==> src/rtl/oled_sched_pkg.sv <==
// rtl/oled_sched_pkg.sv - shared types and constants for the OLED page scheduler
// Purpose: scheduler state enum, text buffer geometry and index typedefs.
// Ports: none (package).
package oled_sched_pkg;

    typedef enum logic [1:0] {
        WAIT_INIT = 2'd0,
        ARB       = 2'd1,
        REFRESH   = 2'd2,
        REARM     = 2'd3
    } state_t;

    localparam int          PAGES  = 4;
    localparam int          COLS   = 16;
    localparam int          CHAR_W = 8;
    localparam logic [7:0]  SPACE  = 8'h20;

    typedef logic [1:0] page_idx_t;
    typedef logic [3:0] col_idx_t;

endpackage

==> src/rtl/oled_page_scheduler_rr_arbiter.sv <==
// rtl/oled_page_scheduler_rr_arbiter.sv - round-robin arbiter for character writers
// Purpose: grants at most one requester per cycle, searching from the index
//          after the most recent grant.
// Ports:
//   CLK, RST   clock, asynchronous active-high reset
//   req[N]     request vector
//   advance    grants allowed this cycle
//   gnt[N]     one-hot grant (combinational, zero when advance=0)
module rr_arbiter #(
    parameter int N = 3
) (
    input  logic         CLK,
    input  logic         RST,
    input  logic [N-1:0] req,
    input  logic         advance,
    output logic [N-1:0] gnt
);

    localparam int PW = (N > 1) ? $clog2(N) : 1;

    // Index searched first: one past the last granted requester.
    logic [PW-1:0] ptr;
    logic [PW-1:0] ptr_next;
    logic          found;

    always_comb begin
        gnt      = '0;
        found    = 1'b0;
        ptr_next = ptr;
        // Outer loop walks priority order; inner loop maps it onto a bit.
        for (int k = 0; k < N; k++) begin
            for (int j = 0; j < N; j++) begin
                if (!found && advance && req[j] && (j == ((int'(ptr) + k) % N))) begin
                    gnt[j]   = 1'b1;
                    found    = 1'b1;
                    ptr_next = PW'((j + 1) % N);
                end
            end
        end
    end

    always_ff @(posedge CLK or posedge RST) begin
        if (RST) begin
            ptr <= '0;
        end else if (found) begin
            ptr <= ptr_next;
        end
    end

endmodule

==> src/rtl/oled_page_scheduler.sv <==
// rtl/oled_page_scheduler.sv - shared OLED text buffer with refresh sequencing
// Purpose: round-robin character writes into a 4x16 text buffer and
//          rate-limited EN/FIN refresh transactions to the display engine.
// Optional feature macro: OLED_SCHED_STATS_EN adds refresh_cnt / write_cnt.
// Ports:
//   CLK, RST               clock, asynchronous active-high reset
//   init_done              display init finished (level)
//   req/req_page/req_col/req_char  per-requester write request and payload
//   gnt                    one-hot grant pulse; write lands on that edge
//   disp_en / disp_done    refresh handshake with the display engine
//   page0..page3           buffer contents, column 0 in [127:120]
//   busy                   high in REFRESH and REARM
//   refresh_cnt, write_cnt (stats build only) wrapping event counters
import oled_sched_pkg::*;

module oled_page_scheduler #(
    parameter int NUM_REQ     = 3,
    parameter int HOLDOFF_CYC = 1_000_000,
    parameter int HOLDOFF_W   = 20
) (
    input  logic                   CLK,
    input  logic                   RST,
    input  logic                   init_done,
    input  logic [NUM_REQ-1:0]     req,
    input  logic [2*NUM_REQ-1:0]   req_page,
    input  logic [4*NUM_REQ-1:0]   req_col,
    input  logic [8*NUM_REQ-1:0]   req_char,
    output logic [NUM_REQ-1:0]     gnt,
    output logic                   disp_en,
    input  logic                   disp_done,
    output logic [127:0]           page0,
    output logic [127:0]           page1,
    output logic [127:0]           page2,
    output logic [127:0]           page3,
    output logic                   busy
`ifdef OLED_SCHED_STATS_EN
    ,
    output logic [15:0]            refresh_cnt,
    output logic [15:0]            write_cnt
`endif
);

    state_t                 state;
    logic                   dirty;
    logic [HOLDOFF_W-1:0]   holdoff;
    logic [CHAR_W-1:0]      buf_q [PAGES][COLS];

    logic                   any_gnt;
    page_idx_t              wr_page;
    col_idx_t               wr_col;
    logic [CHAR_W-1:0]      wr_char;

    // Grants only exist in ARB, so the buffer is implicitly frozen in REFRESH.
    rr_arbiter #(.N(NUM_REQ)) u_arb (
        .CLK     (CLK),
        .RST     (RST),
        .req     (req),
        .advance (state == ARB),
        .gnt     (gnt)
    );

    assign any_gnt = |gnt;

    always_comb begin
        wr_page = '0;
        wr_col  = '0;
        wr_char = '0;
        for (int i = 0; i < NUM_REQ; i++) begin
            if (gnt[i]) begin
                wr_page = req_page[2*i +: 2];
                wr_col  = req_col[4*i +: 4];
                wr_char = req_char[8*i +: 8];
            end
        end
    end

    always_ff @(posedge CLK or posedge RST) begin
        if (RST) begin
            for (int p = 0; p < PAGES; p++) begin
                for (int c = 0; c < COLS; c++) begin
                    buf_q[p][c] <= SPACE;
                end
            end
        end else if (any_gnt) begin
            buf_q[wr_page][wr_col] <= wr_char;
        end
    end

    always_comb begin
        page0 = '0;
        page1 = '0;
        page2 = '0;
        page3 = '0;
        for (int c = 0; c < COLS; c++) begin
            page0[(COLS-1-c)*CHAR_W +: CHAR_W] = buf_q[0][c];
            page1[(COLS-1-c)*CHAR_W +: CHAR_W] = buf_q[1][c];
            page2[(COLS-1-c)*CHAR_W +: CHAR_W] = buf_q[2][c];
            page3[(COLS-1-c)*CHAR_W +: CHAR_W] = buf_q[3][c];
        end
    end

    always_ff @(posedge CLK or posedge RST) begin
        if (RST) begin
            state   <= WAIT_INIT;
            disp_en <= 1'b0;
            busy    <= 1'b0;
            dirty   <= 1'b1;
            holdoff <= '0;
        end else begin
            // Holdoff is paused while the engine is drawing.
            if (state != REFRESH && holdoff != '0) begin
                holdoff <= holdoff - 1'b1;
            end
            case (state)
                WAIT_INIT: begin
                    if (init_done) begin
                        state <= ARB;
                    end
                end
                ARB: begin
                    if (any_gnt) begin
                        dirty <= 1'b1;
                    end
                    if (!init_done) begin
                        state <= WAIT_INIT;
                        dirty <= 1'b1;
                    end else if (!any_gnt && dirty && holdoff == '0) begin
                        // A grant this cycle pushes the refresh decision out one cycle.
                        state   <= REFRESH;
                        disp_en <= 1'b1;
                        busy    <= 1'b1;
                    end
                end
                REFRESH: begin
                    if (disp_done) begin
                        state   <= REARM;
                        disp_en <= 1'b0;
                        dirty   <= 1'b0;
                        holdoff <= HOLDOFF_W'(HOLDOFF_CYC);
                    end
                end
                REARM: begin
                    state <= ARB;
                    busy  <= 1'b0;
                end
                default: begin
                    state   <= WAIT_INIT;
                    disp_en <= 1'b0;
                    busy    <= 1'b0;
                end
            endcase
        end
    end

`ifdef OLED_SCHED_STATS_EN
    always_ff @(posedge CLK or posedge RST) begin
        if (RST) begin
            refresh_cnt <= '0;
            write_cnt   <= '0;
        end else begin
            if (state == REFRESH && disp_done) begin
                refresh_cnt <= refresh_cnt + 16'd1;
            end
            if (any_gnt) begin
                write_cnt <= write_cnt + 16'd1;
            end
        end
    end
`endif

endmodule

==> config.mk <==
export PLATFORM = sky130hd
export DESIGN_NAME = oled_page_scheduler
export DESIGN_NICKNAME = d
export VERILOG_FILES = /design/src/rtl/oled_sched_pkg.sv /design/src/rtl/oled_page_scheduler_rr_arbiter.sv /design/src/rtl/oled_page_scheduler.sv
export SDC_FILE = /design/constraint.sdc
export NUM_CORES = 1
export LEC_CHECK = 0
export BUFFER_PORTS_ARGS = -buffer_cell sky130_fd_sc_hd__buf_2
export CORE_ASPECT_RATIO = 0.6
export CORE_MARGIN = 1.5
export CORE_UTILIZATION = 48
export CTS_CLUSTER_DIAMETER = 60
export CTS_CLUSTER_SIZE = 40
export DETAILED_ROUTE_END_ITERATION = 8
export PLACE_DENSITY = 0.89
export SLEW_MARGIN = 0
export SYNTH_ARGS = -nofsm -noshare
export SYNTH_HDL_FRONTEND = slang
export SYNTH_SLANG_ARGS = --single-unit
==> constraint.sdc <==
create_clock -name CLK -period 18.3 [get_ports CLK]
set_clock_uncertainty 0.05 [all_clocks]
set_input_delay 3.66 -clock CLK [delete_from_list [all_inputs] [get_ports CLK]]
set_output_delay 3.66 -clock CLK [all_outputs]
set_load 0.02 [all_outputs]
==> results of run 1 <==
-- flip-flops by register name, indices dropped and copies added (netlist names) --
signal	count
page0	128
u_arb.ptr	2
state	2
page1	128
page2	128
disp_en	1
dirty	1
page3	128
busy	1
holdoff	20
-- critical path: cells and delay by family --
| kind | cells | cell delay, ns |
|---|---|---|
| AO/OA/AOI/OAI | 2 | 1.28 |
| buffers and inverters | 2 | 0.45 |
-- layout by cell type, fill, tap and decap left out, types with 4 or more instances in the layout --
cell,synthesis,routed
ha_1,8,8
clkinv_16,0,8
dfstp_2,65,65
nand2b_1,5,4
a22oi_1,10,10
mux2_2,168,168
mux2_4,24,24
or3_1,26,26
nor3_4,22,22
a21oi_1,216,216
o21ai_1,28,27
clkbuf_16,0,29
nand2_1,82,82
inv_12,0,4
nor4_1,5,5
nor3_2,11,11
inv_1,16,15
a22o_1,4,4
o21ai_0,14,14
nor3_1,10,10
xnor2_1,11,11
nor2b_1,4,4
and2_1,9,9
nand3_1,6,6
dfrtp_1,474,474
a222oi_1,5,5
buf_2,44,565
or4_1,4,4
buf_4,5,32
inv_16,0,4
nor2_1,209,209
mux2_1,88,88
-- worst min path at each step --
stage	cells past startpoint	end	startpoint	slack [ns]
2_1_floorplan	1	holdoff[6]$_DFF_PP0_	holdoff[6]$_DFF_PP0_	0.41
3_3_place_gp	2	page3[119]$_DFFE_PP0P_	page3[119]$_DFFE_PP0P_	0.41
3_5_place_dp	2	page0[53]$_DFFE_PP1P_	page0[53]$_DFFE_PP1P_	0.41
4_1_cts	2	page0[53]$_DFFE_PP1P_	page0[53]$_DFFE_PP1P_	0.42
5_1_grt	2	page0[53]$_DFFE_PP1P_	page0[53]$_DFFE_PP1P_	0.45
6_report	2	page0[53]$_DFFE_PP1P_	page0[53]$_DFFE_PP1P_	0.42
-- layer usage --
metal  GRT usage (%)  vias up  share of wire [%]  wire, µm
met2            46.9      806                 48     32000
met1            37.4     8239                 40     26600
met4            12.8        2                4.9      3310
met3            6.06      205                7.6      5060
met5               0        -              0.019        13
li1                -     6783                  -         -
-- where the power goes --
part	switching, mW	internal (mW)	total (mW)
Combinational	1.15	0.422	1.57
Sequential	0.159	1.47	1.63
Clock	0.490	0.358	0.848
Total	1.80	2.25	4.05
-- area by class of cell --
type                            count  area (µm²)  area share, %
Multi-Input combinational cell   1008        7250           28.0
Inverter                           16        63.8          0.246
Timing Repair Buffer              597        3070           11.8
Clock inverter                     22         487           1.88
Antenna cell                        3        7.51         0.0290
Tap cell                          579         724           2.80
Clock buffer                       30         729           2.82
Sequential cell                   539       13600           52.4
-- metrics by stage --
step	power (mW)	setup WS, ns	instances	utilization [%]	hold slack [ns]
finish	4.05	9.20	2794	59.3	0.420
global route	4.23	9.19	2791	59.2	0.450
CTS	4.05	9.33	2791	59.2	0.422
detailed placement	3.20	9.34	2739	56.5	0.412
global placement	3.13	9.39	2739	56.5	0.408
floorplan	2.56	7.31	1685	-	0.410
-- synthesized netlist by cell type (5+ instances only) --
master / number / area share [%]
a21oi_1: 216 / 5.0
xnor2_1: 11 / 0.45
dfstp_2: 65 / 8.0
mux2_1: 88 / 4.6
inv_1: 16 / 0.28
a22oi_1: 10 / 0.35
mux2_2: 168 / 8.8
o21ai_1: 28 / 0.65
nor3_2: 11 / 0.51
mux2_4: 24 / 1.7
nor4_1: 5 / 0.15
nand2_1: 82 / 1.4
nand3_1: 6 / 0.14
nand2b_1: 5 / 0.15
nor2_1: 209 / 3.7
clkbuf_1: 66 / 1.2
ha_1: 8 / 0.47
and2_1: 9 / 0.26
nor3_1: 10 / 0.23
buf_2: 44 / 1.0
nor3_4: 22 / 1.7
buf_4: 5 / 0.18
a222oi_1: 5 / 0.23
buf_6: 5 / 0.26
dfrtp_1: 474 / 55
o21ai_0: 14 / 0.33
or3_1: 26 / 0.76
-- cell families (layout without fill, tap and decap cells) --
group	count (synthesis)	in the layout	synth area share, %
AO/OA/AOI/OAI	302	302	7.98
flip-flops	539	539	63.3
AND/OR/NAND/NOR	404	404	9.63
adder cells (fa/ha/maj)	8	8	0.467
multiplexers	281	281	15.2
XOR/XNOR	13	13	0.531
other	0	3	0
buffers and inverters	138	665	2.94
==> results.md, run 1 <==
* Post-CTS Setup Inserts at 0
* Relative slew margins at between 10% and 20%
* CP arrival at 5.39 ns
* Vias per inst at 5.74
* Status: completed
* Sink Count at between 500 and 600
* RSZ-0062 raised after global routing: false
* Root Driver: clkbuf_16
* Vias in the first global route at 16600
* Total negative slack at 0 ns
* Crit Reg-Reg Startpoint: state[1]$_DFFE_PP0P_
* Die Area at 46000 µm²
* Slowest cell on crit path: a41o_1
* CP endpoint kind: output pin
* Starting Density at 49.1%
* Final Critical Period at between 9 and 10 ns
* Routed WL per cell at 24.0 µm
* Congestion Overflow GR at 0
* Worst setup path end: gnt[0]
* # DRC at 0
* R2R depth at 8
* Initial antenna violation count at 3
* Post-route clock period utilization at 49.7%
* Worst-path cell chain: buf_2, a21boi_0, a41o_1, buf_2
* Num CTS Buffers at 28
* Setup crit start: req[1]
* Core area at about 44000 µm²
* Clock latency on the worst-skew pair at 0.61 ns
* Max cap viols at 0
* Required time worst endpoint at about 15 ns
* Synth Instances at 1685
* Final hold violation count at 0
* CTS tree: yes
* Fmax at 110 MHz
* EDFF count, synth at 0
* Die width at about 280 µm
* Boundary Pins at 566
* Clock tree buffer depth at 3
* Global-route wire length before repair at 101000 µm
* 1st-iter DRT viols at 1405
* Post-cts resize count at 0
* Area post-placement at 24700 µm²
* Critical path type: in2out
* Port buffer count at 565
* Layout fillers at 3403
* Syn-to-layout area delta at 20.8%
* Max stage delay on crit path at between 0.9 and 1 ns
* Number of cell rows at 59
* Most Frequent Cell on Critical Path: buf_2
* Post-Route WL at around 67000 µm
* Top_reg_cell synth: dfrtp_1
* Peak supply drop at 0.111 mV
* Sequential area share after synthesis at 63.3%
* Hold/Removal Path Class: reg2reg
* Synth Net Count at 1742
* Largest net degree at the start of global routing at 83
* Leak at roughly 14 nW
* Routed vias at 16000
* Worst slew pin tran at 1.27 ns
* Total Routing Usage GR at 28.8%
* Dpl hpwl at 46300 µm
* Yosys warns at 0
* Initial DRT Pass Iterations at 5
* #FFs+latches synth at 539
* Crit path launch type: input port
* Setup violators final at 0
* Pwr dens at approximately 160 nW/µm²
* CTS H-tree depth at 1
* Final Cell Area at 25900 µm²
* Avg Synthesized Cell Area at roughly 13 µm²
* Max-slew violation count at 0
* Hold_buf cts at 0
* Final #Nets at around 2200
* Die height at around 170 µm
* Global placer's final weighted congestion at 0.908
* Peak fanout along the critical path at 25
* Post-synth cell types at 62
* Remaining antenna violation count after routing at 0
* Reg-to-Reg End: page1[28]$_DFFE_PP0P_
* Synth Cell Area at 21400 µm²
* Share of cells above drive strength 1 at 43.2%
* Asr flop ratio synth at between 90% and 100%
* Clk slew on worst S/H paths at 0.12 ns
* R2R setup slack at 13.60 ns
Power figures use the tool's default switching activity.
==> run 2: changes to the inputs <==
--- a/config.mk
+++ b/config.mk
@@ -5,14 +5,15 @@
 export SDC_FILE = /design/constraint.sdc
 export NUM_CORES = 1
 export LEC_CHECK = 0
+export ABC_AREA = 1
 export BUFFER_PORTS_ARGS = -buffer_cell sky130_fd_sc_hd__buf_2
 export CORE_ASPECT_RATIO = 0.6
 export CORE_MARGIN = 1.5
-export CORE_UTILIZATION = 48
+export CORE_UTILIZATION = 50
 export CTS_CLUSTER_DIAMETER = 60
 export CTS_CLUSTER_SIZE = 40
 export DETAILED_ROUTE_END_ITERATION = 8
-export PLACE_DENSITY = 0.89
+export PLACE_DENSITY = 0.87
 export SLEW_MARGIN = 0
 export SYNTH_ARGS = -nofsm -noshare
 export SYNTH_HDL_FRONTEND = slang
==> constraint.sdc (replaced) <==
create_clock -name CLK -period 8.6 [get_ports CLK]
set_clock_uncertainty 0.05 [all_clocks]
set_input_delay 1.72 -clock CLK [delete_from_list [all_inputs] [get_ports CLK]]
set_output_delay 1.72 -clock CLK [all_outputs]
set_load 0.02 [all_outputs]
==> run 2 against run 1 <==
  * Global-route usage up 4.4 points
  * Final area grew 6.0%
  * Sequential power up 130%
  * Clock-buffer cell count increased by 3
  * Die area is 4.0% higher
  * Synthesized cell count rose by 57%
  * Clock power up 110%
  * Register-to-register slack worse by 9.5 ns
  * Worst setup slack lost 5.6 ns
  * Critical endpoint is now gnt[1]
==> results.md, run 2 <==
* Worst slew pin tran at 1.16 ns (was 1.27 ns)
* Largest net degree at the start of global routing at 171 (was 83)
* Hold Path Stages at 2 (unchanged)
* Syn-to-layout area delta at 18.1% (was 20.8%)
* Post-cts resize count at 0 (unchanged)
* Asr flop ratio synth at 100% (unchanged)
* Starting Density at 51.3% (was 49.1%)
* Vias in the first global route at 20100 (was 16600)
* Final #Nets at 3160 (was 2247)
* Root Driver: clkbuf_16 (unchanged)
* Post-route clock period utilization at 58.0%
* Final Cell Area at 27500 µm² (was 25900 µm²)
* Post-synth cell types at 36 (was 62)
* Synth Cell Area at 23200 µm² (was 21400 µm²)
* Global placer's final weighted congestion at 0.934 (was 0.908)
* CP endpoint kind: output pin (unchanged)
* Relative slew margins at 22.7% (was 15.4%)
* CTS H-tree depth at 1 (unchanged)
* Commonest non-fill, non-tap cell in the layout: nand2_1 (was buf_2)
* Synth Instances at 2641 (was 1685)
* Crit path launch type: input port (unchanged)
* Initial DRT Pass Iterations at 7 (was 5)
* Clk slew on worst S/H paths at 0.09 ns (was 0.12 ns)
* Top_reg_cell synth: dfrtp_1 (unchanged)
* Sink Count at 539 (unchanged)
* Required time worst endpoint at 6.83 ns (was 14.59 ns)
* Area post-placement at 26300 µm² (was 24700 µm²)
* Sequential area share after synthesis at 58.4% (was 63.3%)
* Max-slew violation count at 0 (unchanged)
* Clock tree buffer depth at 3 (unchanged)
* Remaining antenna violation count after routing at 0 (unchanged)
* Core area at 45300 µm² (was 43700 µm²)
* Hold/Removal Path Class: reg2reg (unchanged)
* Max cap viols at 0 (unchanged)
* #FFs+latches synth at 539 (unchanged)
* EDFF count, synth at 0 (unchanged)
* Global-route wire length before repair at 122000 µm (was 101000 µm)
* 1st-iter DRT viols at 2523 (was 1405)
* Critical path type: in2out (unchanged)
* CTS tree: yes (unchanged)
* Final hold violation count at 0 (unchanged)
* CP arrival at 3.22 ns (was 5.39 ns)
* Vias per inst at 5.77 (was 5.74)
* Top cell type's share of synthesized area at 51.0% (was 55.3%)
* Total Routing Usage GR at 33.2% (was 28.8%)
* Top-count cell post-synth: nand2_1 (was dfrtp_1)
* Final Critical Period at 4.99 ns
* Post-CTS Setup Inserts at 0 (unchanged)
* Peak supply drop at 0.805 mV (was 0.111 mV)
* Avg Synthesized Cell Area at 8.80 µm² (was 12.7 µm²)
* Boundary Pins at 566 (unchanged)
* Clock latency on the worst-skew pair at 0.61 ns (about the same)
* Synth Net Count at 2698 (was 1742)
* Port buffer count at 565 (unchanged)
* Num CTS Buffers at 30 (was 28)
* Area leader, netlist: dfrtp_1 (unchanged)
* Congestion Overflow GR at 0 (unchanged)
* Fmax at around 200 MHz
* R2R setup slack at 4.08 ns (was 13.60 ns)
* R2R depth at 16 (was 8)
* # DRC at 0 (unchanged)
* Hold_buf cts at 0 (unchanged)
* Commonest cells after routing, fill and taps aside: 1136 x nand2_1, 565 x buf_2, 531 x nand3_1 (was 565 x buf_2, 474 x dfrtp_1, 216 x a21oi_1)
* Largest cells by area after synthesis: dfrtp_1 51%, nand2_1 18%, nand3_1 12%, dfstp_2 7.3%, buf_4 1.8% (was dfrtp_1 55%, mux2_2 8.8%, dfstp_2 8.0%, a21oi_1 5.0%, mux2_1 4.6%)
* Peak fanout along the critical path at 21 (was 25)
* Pwr dens at 434 nW/µm² (was 156 nW/µm²)
* Routed WL per cell at 21.4 µm (was 24.0 µm)
* Initial antenna violation count at 3 (unchanged)
* Setup violators final at 0 (unchanged)
* Leak at 16.0 nW (was 13.9 nW)
* Post-Route WL at 80400 µm (was 67000 µm)
* Die Area at 47800 µm² (was 46000 µm²)
* Layout fillers at 3834 (was 3403)
* Yosys warns at 0 (unchanged)
* Die width at 281 µm (was 276 µm)
* Dpl hpwl at 51200 µm (was 46300 µm)
* Routed vias at 21600 (was 16000)
* Status: completed (unchanged)
* RSZ-0062 raised after global routing: false (unchanged)
* Synth cell count leaders: 1136 x nand2_1, 539 x nand3_1, 474 x dfrtp_1 (was 474 x dfrtp_1, 216 x a21oi_1, 209 x nor2_1)
* PnR Total Power at 11.9 mW (was 4.05 mW)
* Die height at 170 µm (was 167 µm)
* Share of cells above drive strength 1 at 26.5% (was 43.2%)
* Number of cell rows at 60 (was 59)
## run 2: cell count changes in the layout (fill, tap and decap cells not counted), sizes merged, moves of 11 or more
cell	delta
a22oi	-11
nand2	+1079
a21oi	-201
nor2	-134
o21ai	-24
inv	+32
nand3	+569
or3	-26
nor3	-39
mux2	-280
## run 2: metal layers
| layer | GRT usage (%) | up-vias | part of all wire, % |
|---|---|---|---|
| li1 | - | 9414 | - |
| met1 | 47.4 | 10500 | 40 |
| met2 | 49.0 | 1449 | 43 |
| met3 | 8.02 | 278 | 12 |
| met4 | 13.2 | 0 | 5.2 |
| met5 | 0 | - | 0 |
## run 2: worst max-delay path: stages
cell and delay [ns]:
buf_2 0.10, nand3_1 0.18, nand4_1 0.16, nor2_1 0.16
nand4_1 0.09, nand2_1 0.52, buf_2 0.29
## run 2: final timing paths
check	startpoint	endpoint
worst max-delay path	req[1]	gnt[1]
worst min-delay path	page2[53]$_DFFE_PP1P_	page2[53]$_DFFE_PP1P_
worst max register to register	state[1]$_DFFE_PP0P_	page3[122]$_DFFE_PP0P_
worst min register to register	page2[53]$_DFFE_PP1P_	page2[53]$_DFFE_PP1P_
max in group asynchronous	RST	page2[42]$_DFFE_PP0P_
min in group asynchronous	RST	page0[119]$_DFFE_PP0P_
## run 2: cells by family (layout without fill, tap and decap cells)
logic type | Yosys count | count (layout) | synth area share (%)
buffers and inverters | 212 | 698 | 4.89
XOR/XNOR | 5 | 5 | 0.188
other | 0 | 3 | 0
AO/OA/AOI/OAI | 45 | 45 | 1.11
adder cells (fa/ha/maj) | 8 | 8 | 0.431
AND/OR/NAND/NOR | 1832 | 1832 | 35.0
flip-flops | 539 | 539 | 58.4
## run 2: layout make-up
class	instances	area (µm²)	share of cell area, %
Clock inverter	23	349	1.27
Clock buffer	33	803	2.93
Tap cell	620	776	2.83
Timing Repair Buffer	598	3130	11.4
Inverter	44	169	0.615
Multi-Input combinational cell	1890	8660	31.5
Antenna cell	3	7.51	0.0273
Sequential cell	539	13600	49.4
## run 2: power by group
group | switching [mW] | leakage, nW | total, mW | internal (mW)
logic | 5.05 | 8.39 | 6.34 | 1.29
registers | 0.460 | 7.09 | 3.80 | 3.34
clock network | 1.02 | 0.550 | 1.78 | 0.761
## run 2: per-stage QoR
step / TNS, ns / hold WS [ns] / util (%) / cells / setup WS, ns
after floorplan: -211.84 / 0.407 / - / 2641 / -0.447
after global placement: 0 / 0.398 / 58.0 / 3691 / 3.41
after detailed placement: 0 / 0.402 / 58.0 / 3691 / 3.30
after CTS: 0 / 0.416 / 60.5 / 3747 / 3.64
after global routing: 0 / 0.426 / 60.6 / 3749 / 3.49
final: 0 / 0.417 / 60.6 / 3750 / 3.61
